## config.mk

```make
export PLATFORM = sky130hd
export DESIGN_NAME = bin2bcd_seq
export DESIGN_NICKNAME = d
export VERILOG_FILES = /design/src/rtl/bcd_pkg.sv /design/src/rtl/bcd_add3.sv /design/src/rtl/bin2bcd_seq.sv
export SDC_FILE = /design/constraint.sdc
export NUM_CORES = 1
export LEC_CHECK = 0
export ABC_AREA = 1
export BUFFER_PORTS_ARGS = -buffer_cell sky130_fd_sc_hd__buf_4
export CAP_MARGIN = 20
export CELL_PAD_IN_SITES_DETAIL_PLACEMENT = 1
export CELL_PAD_IN_SITES_GLOBAL_PLACEMENT = 2
export CORE_MARGIN = 1.5
export CORE_UTILIZATION = 32
export CTS_BUF_LIST = sky130_fd_sc_hd__clkbuf_4 sky130_fd_sc_hd__clkbuf_8
export DETAILED_ROUTE_END_ITERATION = 10
export PLACE_DENSITY_LB_ADDON = 0.08
export REMOVE_ABC_BUFFERS = 1
export SYNTH_ARGS = -nofsm -noshare
export SYNTH_HDL_FRONTEND = slang
export SYNTH_SLANG_ARGS = --single-unit
export TNS_END_PERCENT = 100
```

## constraint.sdc

```tcl
create_clock -name clk -period 1.2 [get_ports clk]
set_clock_uncertainty 0.05 [all_clocks]
set_input_delay 0.12 -clock clk [delete_from_list [all_inputs] [get_ports clk]]
set_output_delay 0.12 -clock clk [all_outputs]
set_load 0.1 [all_outputs]
```

## src/rtl/bcd_pkg.sv

```systemverilog
// Shared definitions for the sequential binary-to-BCD converter.
//   state_t     : FSM state encoding (IDLE / SHIFT / DONE)
//   BIN_W_DEF   : default binary input width
//   DIGITS_DEF  : default number of BCD output digits
package bcd_pkg;

  typedef enum logic [1:0] {
    ST_IDLE  = 2'd0,
    ST_SHIFT = 2'd1,
    ST_DONE  = 2'd2
  } state_t;

  localparam int BIN_W_DEF  = 8;
  localparam int DIGITS_DEF = 3;

endpackage : bcd_pkg

```

## src/rtl/bcd_add3.sv

```systemverilog
// Per-digit double-dabble correction: a BCD digit that is 5 or more gets 3
// added so that the following left shift carries into the next digit.
//   d : 4-bit scratch digit in
//   q : corrected 4-bit digit out
module bcd_add3 (
  input  logic [3:0] d,
  output logic [3:0] q
);

  always_comb begin
    q = d;
    if (d >= 4'd5) q = 4'(d + 4'd3);
  end

endmodule : bcd_add3

```

## src/rtl/bin2bcd_seq.sv

```systemverilog
// Sequential binary-to-BCD converter (shift-and-add-3, one bit per clock).
//   clk, rst_n : clock, async active-low reset
//   start, bin : conversion request and operand, sampled only in IDLE
//   busy       : high while shifting (BIN_W cycles)
//   done       : one-cycle pulse when bcd holds a fresh result
//   bcd        : packed BCD result, digit 0 in [3:0], held until next result
module bin2bcd_seq
  import bcd_pkg::*;
#(
  parameter int BIN_W  = BIN_W_DEF,
  parameter int DIGITS = DIGITS_DEF
) (
  input  logic                  clk,
  input  logic                  rst_n,
  input  logic                  start,
  input  logic [BIN_W-1:0]      bin,
  output logic                  busy,
  output logic                  done,
  output logic [DIGITS*4-1:0]   bcd
);

  localparam int SCR_W = DIGITS * 4;
  localparam int SR_W  = SCR_W + BIN_W;
  // One extra count value so the increment on the final iteration cannot wrap.
  localparam int CNT_W = $clog2(BIN_W + 1);

  state_t             state_q, state_d;
  logic [CNT_W-1:0]   cnt_q,   cnt_d;
  // {scratch digits, remaining binary bits}
  logic [SR_W-1:0]    sr_q,    sr_d;
  logic [SCR_W-1:0]   bcd_q,   bcd_d;

  logic [SCR_W-1:0]   scr_adj;
  logic [SR_W-1:0]    sr_cat;
  logic [SR_W-1:0]    sr_shift;

  for (genvar g = 0; g < DIGITS; g++) begin : g_dig
    bcd_add3 u_add3 (
      .d (sr_q[BIN_W + 4*g +: 4]),
      .q (scr_adj[4*g +: 4])
    );
  end

  // Correct first, then shift the whole {scratch, binary} word left by one.
  always_comb begin
    sr_cat   = {scr_adj, sr_q[BIN_W-1:0]};
    sr_shift = sr_cat << 1;
  end

  always_comb begin
    state_d = state_q;
    cnt_d   = cnt_q;
    sr_d    = sr_q;
    bcd_d   = bcd_q;
    case (state_q)
      ST_IDLE: begin
        if (start) begin
          sr_d    = {{SCR_W{1'b0}}, bin};
          cnt_d   = '0;
          state_d = ST_SHIFT;
        end
      end
      ST_SHIFT: begin
        sr_d  = sr_shift;
        cnt_d = CNT_W'(cnt_q + 1'b1);
        if (cnt_q == CNT_W'(BIN_W - 1)) begin
          // Publish straight from the final shift so bcd is valid in DONE.
          bcd_d   = sr_shift[SR_W-1 -: SCR_W];
          state_d = ST_DONE;
        end
      end
      ST_DONE: state_d = ST_IDLE;
      default: state_d = ST_IDLE;
    endcase
  end

  always_ff @(posedge clk or negedge rst_n) begin
    if (!rst_n) begin
      state_q <= ST_IDLE;
      cnt_q   <= '0;
      sr_q    <= '0;
      bcd_q   <= '0;
    end else begin
      state_q <= state_d;
      cnt_q   <= cnt_d;
      sr_q    <= sr_d;
      bcd_q   <= bcd_d;
    end
  end

  // Decoded straight from state so reset clears them without a clock.
  assign busy = (state_q == ST_SHIFT);
  assign done = (state_q == ST_DONE);
  assign bcd  = bcd_q;

endmodule : bin2bcd_seq

```

---- Word level (Yosys, flattened, before mapping) ----
Cells that the tools add are included.
word-level totals
  flip-flop bits (word level) ............. 38
  output and inout bits ................... 14
  word-level logic and storage cells ...... 31
operators by class
  $add $sub $neg .......................... 4
  magnitude comparators ................... 3
  eq/ne operators ......................... 5
  muxes and demuxes ....................... 10
  reduce and logical (&&, ||, !) cells .... 5
operators by type and width
  operator             count
  $pmux 20 s2          1
  $mux 20              1
  $ge 4x3->1 const B   3
  $mux 4               3
  $add 4x2->4 const B  2
  $pmux 4 s2           1
  $reduce_and 2->1     3
  $add 4x1->4 const B  1
  $eq 4x3->1 const B   1
  $mux 2               2
  $pmux 2 s2           1
  $add 3x2->3 const B  1
  $mux 3               1
  $eq 2x1->1 const B   1
  $eq 2x2->1 const B   1
  $logic_not 2->1      1
  $ne 2x1->1 const B   1
  $ne 2x2->1 const B   1
  $reduce_bool 2->1    1

---- Longest topological paths before layout ----
Gate-level depths: netlist (run 1).
  depth after elaboration ................. 3
  depth in mapped cells ................... 8
  gate-level depth less buffers ........... 8

---- Cells and area by module ----
From an unflattened synthesis (run 1), not the netlist that was laid out.
second synthesis, totals
  cells, all modules ...................... 247
  area, all modules ....................... 2,039.5 sq um
by module, submodules not included
  module       instances  cells each  area an instance (sq um)  sequential area each (sq um)
  bin2bcd_seq  1          178         1,634.1                   950.9
  bcd_add3     3          23          135.1                     0.0

---- Least setup slack after synthesis (run 1) ----
OpenSTA, ideal clock, no wires.
  path kind ............................... reg-to-output
  start ................................... register state_q[0]
  end ..................................... output done
  arrival ................................. 1.690 ns
  data required time ...................... 1.030 ns
  slack ................................... -0.660 ns
  stages on the path, launching flop included .. 2
  path buffers ............................ 0
  cell sequence ........................... dfrtp_1 -> nor2_1
between the ends
  longest elaborated chain between the ends .. 1
RTL lines
  what                    line               source
  start, declared         bin2bcd_seq.sv:27  state_t state_q, state_d;
  start signal, assigned  bin2bcd_seq.sv:84  state_q <= state_d;
  $eq 2x2->1              bin2bcd_seq.sv:93  assign done = (state_q == ST_DONE);
  end, declared           bin2bcd_seq.sv:18  output logic done,
No other way between the ends.

---- Final worst setup path (run 1) ----
  start ................................... register sr_q[8]
  end ..................................... register sr_q[9]
between the ends
  longest elaborated chain between the ends .. 3
  elaborated cells between the ends (all ways) .. 4
  those cells by class .................... 1 x add/sub; 1 x order compare; 2 x mux
RTL lines
  what                                       line               source
  start, declared                            bin2bcd_seq.sv:30  logic [SR_W-1:0] sr_q, sr_d;
  start signal, assigned                     bin2bcd_seq.sv:86  sr_q <= sr_d;
  $add 4x2->4 or $ge 4x3->1 (tied branches)  bcd_add3.sv:12     if (d >= 4'd5) q = 4'(d + 4'd3);
  $mux 4 (*)                                 bcd_add3.sv:12
  $pmux 20 s2 (*)                            bin2bcd_seq.sv:55  case (state_q)
Every way passes the cells marked *; elsewhere a longest branch is shown, timed or not.
A chain may end at the register's enable or synchronous reset.

==> results.py, run 1 <==
metrics = {
    "sta": {
        "timing.final.setup_violations": 31,
        "timing.setup.tns_ns": -2.03,
        "final_max_slew_viol_count": 0,
        "max_freq_ghz": 0.752,
        "max_slew_margin_vs_limit_pct": 66.5,
        "max_slew.worst_pin.slew_ns": 0.503,
        "worst_slack_ns": -0.130,
        "rsz_0062_raised_after_global_routing": "yes",
        "finalWorstPathRequiredPeriod_ns": 1.33,
        "period_share_pct": 111,
        "report.final.hold_viol_count": 0,
        "fin_hold_ws_ns": 0.0124,
    },
    "global_routing": {
        "initial_antenna_violation_count": 0,
        "grt_pass1_vias": 1856,
        "globalRouteTotalUtil_pct": 18.9,
        "grt_start_max_net_pins": 39,
        "grt_pass1_wl_um": 9090,
        "overflow": 0,
    },
    "drt": {
        "remaining_drc_errors": 0,
        "postRouteAntennaNets": 0,
        "route.vias.total": 1841,
        "route.detailed.vias_per_inst": 4.92,
        "drt-total-wl_um": 5910,
        "routed_wire_length_per_instance_um": 15.8,
        "drtPass1Iterations": 4,
        "drt_iter0_drc": 93,
    },
    "synth": {
        "synth-xor-area-share_pct": 0,
        "synth.avg_cell_area_sq_um": 8.46,
        "seq_area_frac_synth_pct": 51.1,
        "synth_seq_cells": 38,
        "compound_gate_fraction_of_synth_area_pct": 5.51,
        "synth-warning-count": 0,
        "ys_top_cells_by_area": "sky130_fd_sc_hd__dfrtp_1 (51%), sky130_fd_sc_hd__nand2_1 (18%), sky130_fd_sc_hd__nand3_1 (7.5%)",
        "yosysUniqueCellTypes": 24,
        "synth_fa_ha_area_share_pct": 4.71,
        "yosysTopAreaCellShare_pct": 51.1,
        "largest_family_of_logic_cells_by_synthesized_area": "simple AND/OR/NAND/NOR gates",
        "synthesis.instances": 220,
        "yosysTopAreaCell": "sky130_fd_sc_hd__dfrtp_1",
        "synthSimpleGateAreaFrac_pct": 32.1,
        "synth_mux_area_share_pct": 0,
        "syn-cell-area_sq_um": 1860,
    },
    "power_and_ir_drop": {
        "p_leak_nw": 1.58,
        "pwr_density_cell_nw_per_um2": 3130,
        "irDropWorstVdd_mv": 1.57,
    },
    "worst_setup_path": {
        "slowest_delay_ns": 0.45,
        "critical_path.endpoint_type": "flop",
        "critical_path_cell_by_cell": "inv_2, ha_4, inv_4, nand2_4, nand3_4, nand2_2, nand3_1, nand2_1",
        "criticalPathCategory": "flop to flop",
        "worst_setup_path_startpoint": "sr_q[8]",
        "critPathBufInv": 2,
        "arrival_ns": 1.52,
        "worst_ep_required_time_ns": 1.39,
        "critical_path_peak_fanout": 4,
        "timing.rr.start": "sr_q[8]",
        "startpoint_type": "flop",
        "worst_path_dominant_cell_family": "simple AND/OR/NAND/NOR gates",
        "critical_path.slowest_cell": "sky130_fd_sc_hd__dfrtp_2",
    },
    "floorplanning": {
        "pin_count": 25,
        "placementRows": 27,
        "die_h_um": 79.3,
        "initial_cell_density_of_the_core_pct": 33.4,
        "die_area_sq_um": 6280,
        "floorplan.die.width_um": 79.3,
        "floorplan.core_area_sq_um": 5570,
    },
    "clocking": {
        "tritoncts_num_sinks": 38,
        "cts-root-buf": "sky130_fd_sc_hd__clkbuf_8",
        "tritoncts": "done",
        "clk_path_buf_depth": 2,
        "clock_latency_ns": 0.30,
        "cts.htree.levels": 2,
        "cts.clk_slew.worst_paths_ns": 0.09,
        "numCtsBuffers": 5,
    },
    "layout": {
        "area_growth_pct": 70.1,
        "n_antenna_cell": 0,
        "nets": 319,
        "sequential_cell_area_sq_um": 952,
        "multi_input_area_sq_um": 1190,
        "final_layout_size_suffix_gt1_share_pct": 57.3,
        "n_fill_cell": 637,
    },
    "outcome": {
        "outcome": "complete, but fails checks",
        "failed_checks": "negative setup slack",
    },
    "placed_design": {
        "post-place-ws_ns": -0.155,
        "place_hpwl_um": 3340,
        "routabilityCongestion": 0.831,
        "place.port_buffers": 24,
    },
    "hold_path": {
        "worst_hold_startpoint": "bin[7]",
        "hp-class": "input port to flop",
    },
    "flow_run": {
        "drv.max_cap_violation_count": 0,
    },
}
cells by family (layout without fill, tap and decap cells):
logic type / after synthesis / in the layout
adder cells (fa/ha/maj): 7 / 7
flip-flops: 38 / 38
buffers and inverters: 23 / 105
AND/OR/NAND/NOR: 135 / 135
AO/OA/AOI/OAI: 17 / 17
layout make-up:
| type | count | area share [%] |
|---|---|---|
| Sequential cell | 38 | 30.1 |
| Multi-Input combinational cell | 159 | 37.7 |
| Inverter | 19 | 3.36 |
| Clock inverter | 2 | 0.395 |
| Timing Repair Buffer | 78 | 23.0 |
| Tap cell | 72 | 2.85 |
| Clock buffer | 6 | 2.61 |
worst reg2reg max path, delay by kind of cell (launching register included):
family                     cells  cell delay [ns]
adders and majority gates      1             0.16
buffers and inverters          2             0.14
DFF                            1             0.45
and+or+nand+nor                5             0.47
cells in the mapped netlist:
library cell	count
sky130_fd_sc_hd__buf_6	3
sky130_fd_sc_hd__dfrtp_1	38
sky130_fd_sc_hd__a21oi_1	1
sky130_fd_sc_hd__a21boi_0	1
sky130_fd_sc_hd__nor2_2	1
sky130_fd_sc_hd__o21bai_1	1
sky130_fd_sc_hd__buf_4	1
sky130_fd_sc_hd__nand3_1	28
sky130_fd_sc_hd__o21ai_2	1
sky130_fd_sc_hd__nand4_1	6
sky130_fd_sc_hd__nor2_4	1
sky130_fd_sc_hd__inv_4	2
sky130_fd_sc_hd__o21a_1	1
sky130_fd_sc_hd__o21ai_0	7
sky130_fd_sc_hd__inv_1	15
sky130_fd_sc_hd__ha_1	7
sky130_fd_sc_hd__o21ai_1	1
sky130_fd_sc_hd__o211ai_1	1
sky130_fd_sc_hd__nor2_1	7
sky130_fd_sc_hd__inv_2	1
sky130_fd_sc_hd__clkinv_4	1
sky130_fd_sc_hd__nand2_4	4
sky130_fd_sc_hd__o22ai_1	3
sky130_fd_sc_hd__nand2_1	88
metal layers:
layer	share of wire (%)	vias to the layer above	global-route usage [%]
li1	-	873	-
met1	44	935	23.9
met2	53	26	33.6
met3	2.0	7	2.41
met4	0.93	0	5.26
met5	0	-	0
worst paths after layout:
check	end	slack [ns]	cells after the start
max in group asynchronous	sr_q[8]	0.46	2
worst max register to register	sr_q[9]	-0.13	8
worst min register to register	bcd[2]	0.44	2
min in group asynchronous	bcd[2]	0.28	2
worst max-delay path	sr_q[9]	-0.13	8
worst min-delay path	sr_q[7]	0.01	3
cells in the final DEF (no fill, tap or decap), drive strengths merged:
| cell type | instances |
|---|---|
| nand2 | 92 |
| buf | 69 |
| dfrtp | 38 |
| nand3 | 28 |
| inv | 18 |
| nor2 | 9 |
| o21ai | 9 |
| dlygate4sd3 | 8 |
| ha | 7 |
| clkbuf | 7 |
| nand4 | 6 |
| o22ai | 3 |
| clkinv | 2 |
| o21bai | 1 |
| o21a | 1 |
| a21boi | 1 |
| a21oi | 1 |
| o211ai | 1 |
| clkinvlp | 1 |
timing repair:
| action | in CTS | in global routing |
|---|---|---|
| pin swaps | 21 | 36 |
| hold endpoints to repair | 43 | 2 |
| setup buffers | 13 | 8 |
| hold buffers | 6 | 2 |
| gates resized for setup | 62 | 84 |
| setup endpoints to repair | 25 | 38 |
| cloned | 0 | 1 |
state kept, by name, indices dropped and copies added, names as in the netlist:
register  cells
cnt_q         4
state_q       2
sr_q         20
bcd          12
where the power goes:
part	internal [mW]	switching, mW	leakage, nW
Clock	0.463	0.505	0.0472
Combinational	2.59	3.97	1.05
Sequential	1.85	0.538	0.479
Total	4.90	5.01	1.58
stage by stage:
step / total power [mW] / cells / utilization, % / cell area, sq um
floorplan: 5.30 / 216 / - / 1820
global placement: 6.81 / 340 / 41.5 / 2310
detailed placement: 6.88 / 340 / 41.5 / 2310
CTS: 8.82 / 367 / 49.6 / 2760
global route: 10.6 / 374 / 56.8 / 3170
finish: 9.91 / 374 / 56.8 / 3170
Note: power is estimated with default switching activity, not from simulation.
==> run 2: changes to the inputs <==
--- a/config.mk
+++ b/config.mk
@@ -6,14 +6,14 @@
 export NUM_CORES = 1
 export LEC_CHECK = 0
 export ABC_AREA = 1
-export BUFFER_PORTS_ARGS = -buffer_cell sky130_fd_sc_hd__buf_4
 export CAP_MARGIN = 20
 export CELL_PAD_IN_SITES_DETAIL_PLACEMENT = 1
 export CELL_PAD_IN_SITES_GLOBAL_PLACEMENT = 2
 export CORE_MARGIN = 1.5
-export CORE_UTILIZATION = 32
+export CORE_UTILIZATION = 35
 export CTS_BUF_LIST = sky130_fd_sc_hd__clkbuf_4 sky130_fd_sc_hd__clkbuf_8
 export DETAILED_ROUTE_END_ITERATION = 10
+export DONT_BUFFER_PORTS = 1
 export PLACE_DENSITY_LB_ADDON = 0.08
 export REMOVE_ABC_BUFFERS = 1
 export SYNTH_ARGS = -nofsm -noshare
==> results.py, run 2 (synthesized netlist as in run 1, its figures left out) <==
metrics = {
    "floorplanning": {
        "floorplan.die.width_um": 75.9,
        "placementRows": 26,
        "floorplan.core_area_sq_um": 5110,
        "initial_cell_density_of_the_core_pct": 36.4,
        "die_area_sq_um": 5760,
        "die_h_um": 75.9,
        "pin_count": 25,
    },
    "drt": {
        "routed_wire_length_per_instance_um": 19.8,
        "drt_iter0_drc": 70,
        "drt-total-wl_um": 7210,
        "remaining_drc_errors": 0,
        "route.detailed.vias_per_inst": 5.17,
        "drtPass1Iterations": 4,
        "postRouteAntennaNets": 0,
        "route.vias.total": 1883,
    },
    "flow_run": {
        "drv.max_cap_violation_count": 0,
    },
    "power_and_ir_drop": {
        "power.share.sequential_pct": 23.5,
        "netSwitchingFraction_pct": 50.5,
        "pwr_density_cell_nw_per_um2": 3230,
        "combPwrFrac_pct": 68.0,
        "power.share.clock_pct": 8.5,
        "p_leak_nw": 1.59,
        "netSwitchingPower_mw": 5.33,
        "p_int_mw": 5.24,
        "irDropWorstVdd_mv": 2.18,
    },
    "clocking": {
        "cts.clk_slew.worst_paths_ns": 0.08,
        "clock_latency_ns": 0.29,
        "tritoncts": "done",
        "numCtsBuffers": 5,
        "cts-root-buf": "sky130_fd_sc_hd__clkbuf_8",
        "tritoncts_num_sinks": 38,
        "cts.htree.levels": 2,
        "clk_path_buf_depth": 2,
    },
    "worst_setup_path": {
        "timing.rr.start": "sr_q[9]",
        "critical_path_peak_fanout": 3,
        "critical_path.endpoint_type": "flop",
        "rrSetupSlack_ns": -0.19,
        "reg_to_reg_endpoint": "bcd[2]",
        "worst_ep_required_time_ns": 1.34,
        "criticalPathCategory": "flop to flop",
        "slowest_delay_ns": 0.39,
        "critical_path.slowest_cell": "sky130_fd_sc_hd__dfrtp_1",
        "timing.reg2reg.worst_path_depth": 7,
        "worst_setup_path_startpoint": "sr_q[9]",
        "arrival_ns": 1.52,
        "critical_path_cell_by_cell": "inv_2, buf_12, ha_4, nand2_4, nand4_1, nand3_1, nand2_1",
        "startpoint_type": "flop",
    },
    "outcome": {
        "outcome": "complete, but fails checks",
        "failed_checks": "negative setup slack",
    },
    "hold_path": {
        "holdPathEnd": "sr_q[12]",
        "worst_hold_startpoint": "start",
        "hold_path_stages": 5,
        "hp-class": "input port to flop",
    },
    "global_routing": {
        "grt_pass1_vias": 1977,
        "globalRouteTotalUtil_pct": 21.1,
        "grt_start_max_net_pins": 39,
        "grt_pass1_wl_um": 9650,
        "initial_antenna_violation_count": 0,
        "overflow": 0,
    },
    "sta": {
        "timing.final.setup_violations": 34,
        "finalWorstPathRequiredPeriod_ns": 1.39,
        "report.final.hold_viol_count": 0,
        "period_share_pct": 116,
        "timing.setup.tns_ns": -3.13,
        "rsz_0062_raised_after_global_routing": "yes",
        "final_max_slew_viol_count": 0,
        "max_freq_ghz": 0.721,
        "worst_slack_ns": -0.187,
        "max_slew_margin_vs_limit_pct": 74.3,
        "max_slew.worst_pin.slew_ns": 0.386,
    },
    "layout": {
        "final_util_pct": 64.1,
        "largest_reg_flops": 20,
        "nets": 312,
        "leading_cell_types_in_the_layout_fill_and_taps_excluded": "sky130_fd_sc_hd__nand2_1 (50), sky130_fd_sc_hd__dfrtp_1 (37), sky130_fd_sc_hd__nand2_2 (29)",
        "final_common_cell": "sky130_fd_sc_hd__nand2_1",
        "top_register": "sr_q",
        "area_growth_pct": 75.9,
        "n_antenna_cell": 0,
        "final_layout_size_suffix_gt1_share_pct": 55.8,
    },
    "placed_design": {
        "place_hpwl_um": 3640,
        "post-place-ws_ns": -0.209,
        "routabilityCongestion": 0.851,
        "place.port_buffers": 0,
    },
}
-- run 2: critical path: cells and delay by family, from the launching register on --
kind,cells,cell delay [ns]
DFF,1,0.39
and+or+nand+nor,4,0.47
buffers and inverters,2,0.21
adders and majority gates,1,0.15
-- run 2: routing by layer --
metal / GRT usage [%] / up-vias / wire length, um
met5: 0 / - / 0
met4: 7.59 / 0 / 255
met3: 4.22 / 22 / 226
met2: 38.3 / 43 / 3940
met1: 24.6 / 960 / 2790
li1: - / 858 / -
-- run 2: metrics by stage --
step                instances  area [sq um]  hold WS, ns  total power [mW]
finish                    364          3270        0.123              10.6
global route              364          3270        0.130              11.1
CTS                       358          2900       0.0580              9.28
detailed placement        331          2420       -0.225              7.45
global placement          331          2420       -0.225              7.22
floorplan                 216          1820       -0.226              5.30
-- run 2: power by group through the flow --
stage | clock network [mW] | logic [mW] | registers, mW
final | 0.898 | 7.19 | 2.48
after global routing | 0.970 | 7.57 | 2.53
after CTS | 0.902 | 6.01 | 2.37
after detailed placement | 0 | 5.13 | 2.32
after global placement | 0 | 4.95 | 2.28
after floorplan | 0 | 1.83 | 3.46
-- run 2: timing repair --
item	in CTS	in global routing
hold endpoints to repair	46	0
pin swaps	21	42
setup buffers	9	8
cloned	1	1
hold buffers	10	0
resized for setup	65	80
endpoints found under the setup margin	27	39
-- run 2: cell type report --
cell class / instances / area (sq um)
Inverter: 19 / 98.8
Sequential cell: 38 / 952
Clock buffer: 7 / 83.8
Multi-Input combinational cell: 160 / 1210
Tap cell: 70 / 87.6
Timing Repair Buffer: 70 / 841
Fill cell: 559 / 1830
-- run 2: how the worst max path moves through the flow --
stage                          to
final                      bcd[2]
after global routing      bcd[11]
after CTS                 bcd[10]
after detailed placement  bcd[10]
after global placement     bcd[4]
after floorplan              done
==> run 3: changes to the inputs <==
--- a/config.mk
+++ b/config.mk
@@ -14,7 +14,7 @@
 export CTS_BUF_LIST = sky130_fd_sc_hd__clkbuf_4 sky130_fd_sc_hd__clkbuf_8
 export DETAILED_ROUTE_END_ITERATION = 10
 export DONT_BUFFER_PORTS = 1
-export PLACE_DENSITY_LB_ADDON = 0.08
+export PLACE_DENSITY = 0.82
 export REMOVE_ABC_BUFFERS = 1
 export SYNTH_ARGS = -nofsm -noshare
 export SYNTH_HDL_FRONTEND = slang
==> results.py, run 3 (synthesized netlist as in run 1, its figures left out) <==
metrics = {
    "outcome": {
        "outcome": "complete, but fails checks",
        "failed_checks": "negative setup slack",
    },
    "worst_setup_path": {
        "slowest_delay_ns": 0.43,
        "rrSetupSlack_ns": -0.14,
        "arrival_ns": 1.47,
        "startpoint_type": "flop",
        "critPathBufInv": 1,
        "timing.reg2reg.worst_path_depth": 6,
        "timing.rr.start": "sr_q[8]",
        "critical_path.endpoint_type": "flop",
        "worst_path_dominant_cell_family": "simple AND/OR/NAND/NOR gates",
        "critical_path_peak_fanout": 3,
        "criticalPathCategory": "flop to flop",
        "critical_path_cell_by_cell": "buf_6, ha_4, nand2_4, nand4_1, nand3_1, nand2_2",
        "reg_to_reg_endpoint": "bcd[1]",
        "critical_path.slowest_cell": "sky130_fd_sc_hd__dfrtp_1",
        "worst_ep_required_time_ns": 1.34,
    },
    "hold_path": {
        "holdPathEnd": "cnt_q[3]",
        "worst_hold_startpoint": "start",
        "hold_path_stages": 4,
        "hp-class": "input port to flop",
    },
    "floorplanning": {
        "die_h_um": 75.9,
        "placementRows": 26,
        "floorplan.core_area_sq_um": 5110,
        "floorplan.die.width_um": 75.9,
        "die_area_sq_um": 5760,
        "initial_cell_density_of_the_core_pct": 36.4,
        "pin_count": 25,
    },
    "placed_design": {
        "post-place-ws_ns": -0.168,
        "place.port_buffers": 0,
        "routabilityCongestion": 0.852,
        "placedInstanceArea_sq_um": 2400,
        "place_hpwl_um": 3420,
    },
    "drt": {
        "drt-total-wl_um": 5800,
        "remaining_drc_errors": 0,
        "drtPass1Iterations": 4,
        "route.detailed.vias_per_inst": 4.90,
        "drt_iter0_drc": 34,
        "routed_wire_length_per_instance_um": 16.2,
        "route.vias.total": 1753,
        "postRouteAntennaNets": 0,
    },
    "clocking": {
        "cts-root-buf": "sky130_fd_sc_hd__clkbuf_8",
        "cts.clk_slew.worst_paths_ns": 0.07,
        "tritoncts": "done",
        "numCtsBuffers": 5,
        "cts.htree.levels": 2,
        "clock_latency_ns": 0.29,
        "clk_path_buf_depth": 2,
        "tritoncts_num_sinks": 38,
    },
    "layout": {
        "n_fill_cell": 578,
        "area_growth_pct": 67.4,
        "final_common_cell": "sky130_fd_sc_hd__nand2_1",
        "top_register": "sr_q",
        "n_antenna_cell": 0,
        "final_layout_size_suffix_gt1_share_pct": 51.4,
        "final_util_pct": 61.0,
        "leading_cell_types_in_the_layout_fill_and_taps_excluded": "sky130_fd_sc_hd__nand2_1 (52), sky130_fd_sc_hd__dfrtp_1 (37), sky130_fd_sc_hd__buf_4 (32)",
        "post-route-cell-area_sq_um": 3110,
        "largest_reg_flops": 20,
        "nets": 306,
    },
    "sta": {
        "report.final.hold_viol_count": 0,
        "timing.final.setup_violations": 31,
        "max_freq_ghz": 0.749,
        "period_share_pct": 111,
        "final_max_slew_viol_count": 0,
        "rsz_0062_raised_after_global_routing": "yes",
        "max_slew.worst_pin.slew_ns": 0.373,
        "worst_slack_ns": -0.136,
        "max_slew_margin_vs_limit_pct": 75.1,
        "finalWorstPathRequiredPeriod_ns": 1.34,
    },
    "flow_run": {
        "drv.max_cap_violation_count": 0,
    },
    "global_routing": {
        "grt_start_max_net_pins": 39,
        "grt_pass1_vias": 1934,
        "overflow": 0,
        "initial_antenna_violation_count": 0,
        "grt_pass1_wl_um": 9320,
        "globalRouteTotalUtil_pct": 20.7,
    },
}
==> run 3: cell count changes in the layout (fill, tap and decap cells not counted), moves of 3 or more <==
cell	delta
sky130_fd_sc_hd__buf_4	+6
sky130_fd_sc_hd__nand2_8	-4
sky130_fd_sc_hd__nand3_2	-5
sky130_fd_sc_hd__nand3_1	+5
sky130_fd_sc_hd__nand2_2	-7
sky130_fd_sc_hd__buf_6	-9
sky130_fd_sc_hd__nor2_2	-3
sky130_fd_sc_hd__nand2_4	+8
==> run 3: final cells by class <==
class                   instances  area [sq um]  share of cell area (%)
multi-input cells             159          1150                    36.9
flip-flops and latches         38           952                    30.6
repair buffers                 65           749                    24.1
inverters                      19          91.3                    2.93
well taps                      70          87.6                    2.81
clock buffers                   7          83.8                    2.69
==> run 3: tightest hold or removal path: stages <==
cell,delay [ns]
sky130_fd_sc_hd__nand2_4,0.07
sky130_fd_sc_hd__nor2_4,0.05
sky130_fd_sc_hd__nor2_1,0.09
sky130_fd_sc_hd__o21a_1,0.12
==> run 3: how the worst max path moves through the flow <==
| stage | from | endpoint | slack, ns | cells after the start |
|---|---|---|---|---|
| 2_1_floorplan | state_q[0] | done | -0.66 | 1 |
| 3_3_place_gp | sr_q[8] | sr_q[10] | -0.12 | 8 |
| 3_5_place_dp | sr_q[8] | sr_q[10] | -0.17 | 8 |
| 4_1_cts | state_q[1] | busy | -0.12 | 5 |
| 5_1_grt | cnt_q[0] | bcd[11] | -0.18 | 7 |
| 6_report | sr_q[8] | bcd[1] | -0.14 | 6 |
==> run 3: through the flow <==
stage / hold WS, ns / cells / setup TNS [ns]
3_3_place_gp: -0.225 / 325 / -1.60
5_1_grt: 0.145 / 358 / -3.90
2_1_floorplan: -0.226 / 216 / -3.11
4_1_cts: 0.104 / 354 / -1.33
3_5_place_dp: -0.225 / 325 / -2.64
6_report: 0.142 / 358 / -1.97
==> run 3: what timing repair did <==
action | CTS | global route
setup endpoints to repair | 26 | 40
endpoints found under the hold margin | 46 | 0
cloned | 0 | 0
gates resized for setup | 84 | 30
setup buffers | 12 | 6
hold buffers | 10 | 0
pin swaps | 35 | 19
==> run 3: metal layers <==
layer / global-route usage (%) / vias to the layer above / wire length [um]
met1: 24.5 / 882 / 2500
met4: 5.00 / 0 / 50
met2: 38.4 / 21 / 3130
met3: 3.86 / 7 / 128
met5: 0 / - / 0
li1: - / 843 / -
Power of run 3 is left out: the tool's default activity adds up to more than one toggle a clock period on the data nets, which glitch-free logic cannot reach.
